File: src/rtl/fifo_rd_packer.sv
// fifo_rd_packer: drains a byte FIFO with one-cycle read latency
// and packs PACK lanes little-endian into a valid/ready word.
module fifo_rd_packer #(
  parameter int DATA_WIDTH = 8,
  parameter int PACK       = 4
) (
  input  logic                       clk,
  input  logic                       rst,
  input  logic                       fifo_empty,
  output logic                       fifo_rd_en,
  input  logic [DATA_WIDTH-1:0]      fifo_dout,
  input  logic                       flush,
  output logic                       out_valid,
  input  logic                       out_ready,
  output logic [DATA_WIDTH*PACK-1:0] out_data,
  output logic [PACK-1:0]            out_keep
);

  localparam int CW = $clog2(PACK + 1);

  typedef enum logic {FILL, HOLD} state_t;

  state_t                     state;
  state_t                     state_nxt;
  logic [CW-1:0]              lane_cnt;
  logic [CW-1:0]              cnt_nxt;
  logic [CW:0]                lanes_busy;
  logic [PACK:0]              one_sh;
  logic [PACK-1:0]            part_mask;
  logic                       pend;
  logic                       flush_req;
  logic                       full_go;
  logic                       flush_go;
  logic                       flush_drop;
  logic [PACK-1:0]            keep_q;
  logic [DATA_WIDTH*PACK-1:0] data_q;

  // lane count after this edge's capture and the resulting exits
  always_comb begin
    cnt_nxt    = lane_cnt + CW'(pend);
    lanes_busy = (CW+1)'(lane_cnt) + (CW+1)'(pend);
    one_sh     = (PACK+1)'(1) << cnt_nxt;
    part_mask  = PACK'(one_sh - (PACK+1)'(1));
    full_go    = (state == FILL) && (cnt_nxt == CW'(PACK));
    flush_go   = (state == FILL) && flush_req && !pend
                 && (cnt_nxt != '0);
    flush_drop = (state == FILL) && flush_req && !pend
                 && (cnt_nxt == '0);
  end

  // FSM state register
  always_ff @(posedge clk or posedge rst) begin
    if (rst) state <= FILL;
    else     state <= state_nxt;
  end

  // FSM next state
  always_comb begin
    state_nxt = state;
    unique case (state)
      FILL: if (full_go || flush_go) state_nxt = HOLD;
      HOLD: if (out_ready)           state_nxt = FILL;
      default:                       state_nxt = FILL;
    endcase
  end

  // FSM outputs: read request only while filling with room left
  always_comb begin
    fifo_rd_en = 1'b0;
    out_valid  = 1'b0;
    unique case (state)
      FILL: fifo_rd_en = !rst && !fifo_empty && !flush_req
                         && (lanes_busy < (CW+1)'(PACK));
      HOLD: out_valid  = 1'b1;
      default: ;
    endcase
  end

  // lane capture, flush latch and word/mask registers
  always_ff @(posedge clk or posedge rst) begin
    if (rst) begin
      lane_cnt  <= '0;
      pend      <= 1'b0;
      flush_req <= 1'b0;
      keep_q    <= '0;
      data_q    <= '0;
    end else begin
      pend <= fifo_rd_en;
      if (state == FILL) begin
        if (pend) begin
          data_q[int'(lane_cnt)*DATA_WIDTH +: DATA_WIDTH] <= fifo_dout;
          lane_cnt <= cnt_nxt;
        end
        flush_req <= flush || (flush_req && !flush_drop);
        if (full_go)       keep_q <= '1;
        else if (flush_go) keep_q <= part_mask;
      end else if (out_ready) begin
        lane_cnt  <= '0;
        keep_q    <= '0;
        data_q    <= '0;
        flush_req <= 1'b0;
      end
    end
  end

  assign out_data = data_q;
  assign out_keep = keep_q;

endmodule
File: config.mk
export PLATFORM = sky130hd
export DESIGN_NAME = fifo_rd_packer
export DESIGN_NICKNAME = d
export VERILOG_FILES = /design/src/rtl/fifo_rd_packer.sv
export SDC_FILE = /design/constraint.sdc
export NUM_CORES = 1
export LEC_CHECK = 0
export ABC_AREA = 1
export BUFFER_PORTS_ARGS = -buffer_cell sky130_fd_sc_hd__buf_2
export CORE_ASPECT_RATIO = 0.75
export CORE_MARGIN = 1
export CORE_UTILIZATION = 40
export DETAILED_ROUTE_END_ITERATION = 8
export GPL_TIMING_DRIVEN = 0
export PLACE_DENSITY = 0.65
export SLEW_MARGIN = 20
export SYNTH_ARGS = -nofsm -noshare
export SYNTH_HDL_FRONTEND = slang
export SYNTH_SLANG_ARGS = --single-unit
File: constraint.sdc
create_clock -name clk -period 3.7 [get_ports clk]
set_input_delay 0.74 -clock clk [delete_from_list [all_inputs] [get_ports clk]]
set_output_delay 0.74 -clock clk [all_outputs]
set_load 0.05 [all_outputs]
==> impl_metrics.env <==
export IMPL_status="finished clean"
export IMPL_htree_levels=2
export IMPL_postCtsSetupRepairBufs=0
export IMPL_cp_arrival_ps=1940
export IMPL_fin_crit_sh_pct=72.3
export IMPL_ys_ff_latch=42
export IMPL_ys_warn_count=0
export IMPL_dr_total_vias=1701
export IMPL_overflow=0
export IMPL_fin_crit_ps=2680
export IMPL_final_util_pct=53.3
export IMPL_setup_violations=0
export IMPL_cts_root_buf="clkbuf_8"
export IMPL_tightest_slew_ps=346
export IMPL_dpl_hpwl_um=3490
export IMPL_dieHeight_um=62.8
export IMPL_drv_slew=0
export IMPL_worstPathRequired_ps=2960
export IMPL_drive_above_1_share_pct=27.7
export IMPL_die_w_um=83.1
export IMPL_route_detailed_drc=0
export IMPL_portBuffers=50
export IMPL_cap_violations=0
export IMPL_wl_um=4670
export IMPL_firstDrtPassIters=4
export IMPL_cts_sinks=42
export IMPL_detail_route_antenna_nets=0
export IMPL_num_io_pins=51
export IMPL_antenna_found_initial=0
export IMPL_yosys_area_top_type="dfrtp_1"
export IMPL_numCtsBuffers=5
export IMPL_drtIter0Drc=162
export IMPL_initial_core_util_pct=42.9
export IMPL_placementRows=21
export IMPL_dieArea_um2=5220
export IMPL_grt_setup_unrepaired="false"
export IMPL_holdBufCountCts=0
export IMPL_syn_area_per_cell_um2=8.73
export IMPL_clk_latency_ps=300
export IMPL_hold_viol_final=0
export IMPL_fin_nets=302
export IMPL_track_usage_pct=20.0
export IMPL_syn_nets=244
export IMPL_slew_headroom_pct=76.9
export IMPL_clock_fmax_ghz=0.374
export IMPL_wl_per_cell_um=13.6
export IMPL_totalPowerFinal_mw=1.91
export IMPL_coreArea_um2=4600
export IMPL_yosysUniqueCellTypes=22
export IMPL_crit_path_max_fanout=5
export IMPL_crit_path_start_kind="flip-flop"
export IMPL_p_leak_nw=1.38
export IMPL_crit_path_end_kind="output port"
export IMPL_synth_area_leaders="dfrtp_1, nand2_1, nand3_1"
export IMPL_cellPowerDensity_nw_per_um2=780
export IMPL_path_clk_slew_ps=80
export IMPL_cts_resized=0
export IMPL_fin_worst_skew_ps=5.37
export IMPL_setup_tns_ps=0
export IMPL_area_delta_synth_final_pct=24.3
export IMPL_cts_path_max_buffers=2
export IMPL_synth_top_area_share_pct=53.3
export IMPL_synth_area_um2=1970
export IMPL_via_per_inst=4.97
export IMPL_gp_congestion=0.804
export IMPL_path_class="reg2out"
export IMPL_grt_max_degree=30
export IMPL_grt_pass1_wl_um=8140
export IMPL_grt_pass1_vias=1665
export IMPL_synth_seq_area_share_pct=53.3
export IMPL_num_antenna_cells=0
export IMPL_synthCells=226
export IMPL_cts_tree="yes"
export IMPL_hold_path_class="in2async"
export IMPL_irDropWorstVdd_mv=0.292
cells by family (layout without fill, tap and decap cells):
kind of cell | Yosys count | count (layout) | synth area share (%)
compound gates | 22 | 22 | 5.84
fa+ha+maj | 5 | 5 | 3.17
simple gates | 135 | 135 | 32.3
buf+inv | 22 | 81 | 5.39
flops | 42 | 42 | 53.3
critical path, stage by stage, from the launching register on:
cell	delay, ps
dfrtp_1	430
ha_1	220
ha_1	210
inv_1	80
nand2_1	70
nand2_1	150
nand3_1	90
nor2_1	120
buf_2	280
stage by stage:
stage | area (µm²) | std cells | hold WS (ps) | setup slack, ps
final | 2450 | 342 | 395 | 1020
after global routing | 2450 | 342 | 409 | 873
after CTS | 2450 | 342 | 403 | 1020
after detailed placement | 2310 | 334 | 458 | 1340
after global placement | 2290 | 333 | 448 | 1360
after floorplan | 1970 | 226 | 491 | 1170
registers in the layout, summed over array words and instances, names as in the netlist:
name	cells
state	1
out_data	32
flush_req	1
lane_cnt	3
pend	1
out_keep	4
power by group:
part	total, mW	internal, mW	switching, mW
combinational	0.881	0.228	0.653
sequential	0.598	0.545	0.0530
clock	0.434	0.270	0.164
total	1.91	1.04	0.870
layout by cell type (no fill, tap or decap), drive strengths merged:
cell	instances
buf	55
bufinv	2
clkbuf	5
clkinv	1
dfrtp	42
ha	5
inv	18
nand2	77
nand3	41
nand4	3
nor2	13
nor3	1
o21ai	21
o22ai	1
path summary, 6_finish.rpt:
| kind | start | endpoint | slack (ps) | cells after the start |
|---|---|---|---|---|
| setup / recovery | pend$_DFF_PP0_ | fifo_rd_en | 1020 | 8 |
| hold / removal | rst | pend$_DFF_PP0_ | 390 | 2 |
| setup reg to reg | pend$_DFF_PP0_ | out_keep[1]$_DFFE_PP0P_ | 1740 | 8 |
| hold reg to reg | out_data[21]$_DFFE_PP0P_ | out_data[21]$_DFFE_PP0P_ | 470 | 2 |
| max in group asynchronous | rst | out_data[3]$_DFFE_PP0P_ | 2850 | 3 |
| min in group clk | out_data[21]$_DFFE_PP0P_ | out_data[21]$_DFFE_PP0P_ | 470 | 2 |
synthesized netlist by cell type:
master and instances:
nand2_1 72, dfrtp_1 42, nand3_1 38, inv_1 16, o21ai_0 13, nor2_1 10, o21ai_1 7, ha_1 5
buf_6 3, nand2_2 3, nand3_2 3, inv_2 2, nand2_4 2, nand4_1 2, buf_2 1, nand4_2 1
nor2_2 1, nor2_4 1, nor2_8 1, nor3_1 1, o21ai_2 1, o22ai_1 1
metal layers:
layer  part of all wire (%)  track usage, %  vias up  routed length [µm]
met4                    1.0            6.25        0                  48
met5                      0               0        -                   0
met2                     41            26.9       32                1910
met1                     54            30.1      808                2500
met3                    4.5            6.21        7                 211
li1                       -               -      854                   -
final cells by class:
class / instances / area (µm²)
Fill cell: 468 / 2150
Sequential cell: 42 / 1050
Multi-Input combinational cell: 162 / 815
Timing Repair Buffer: 51 / 270
Tap cell: 57 / 71.3
Clock buffer: 5 / 68.8
Clock inverter: 3 / 68.8
Inverter: 18 / 67.6
Buffer: 4 / 38.8
(Power assumes the default switching activity.)
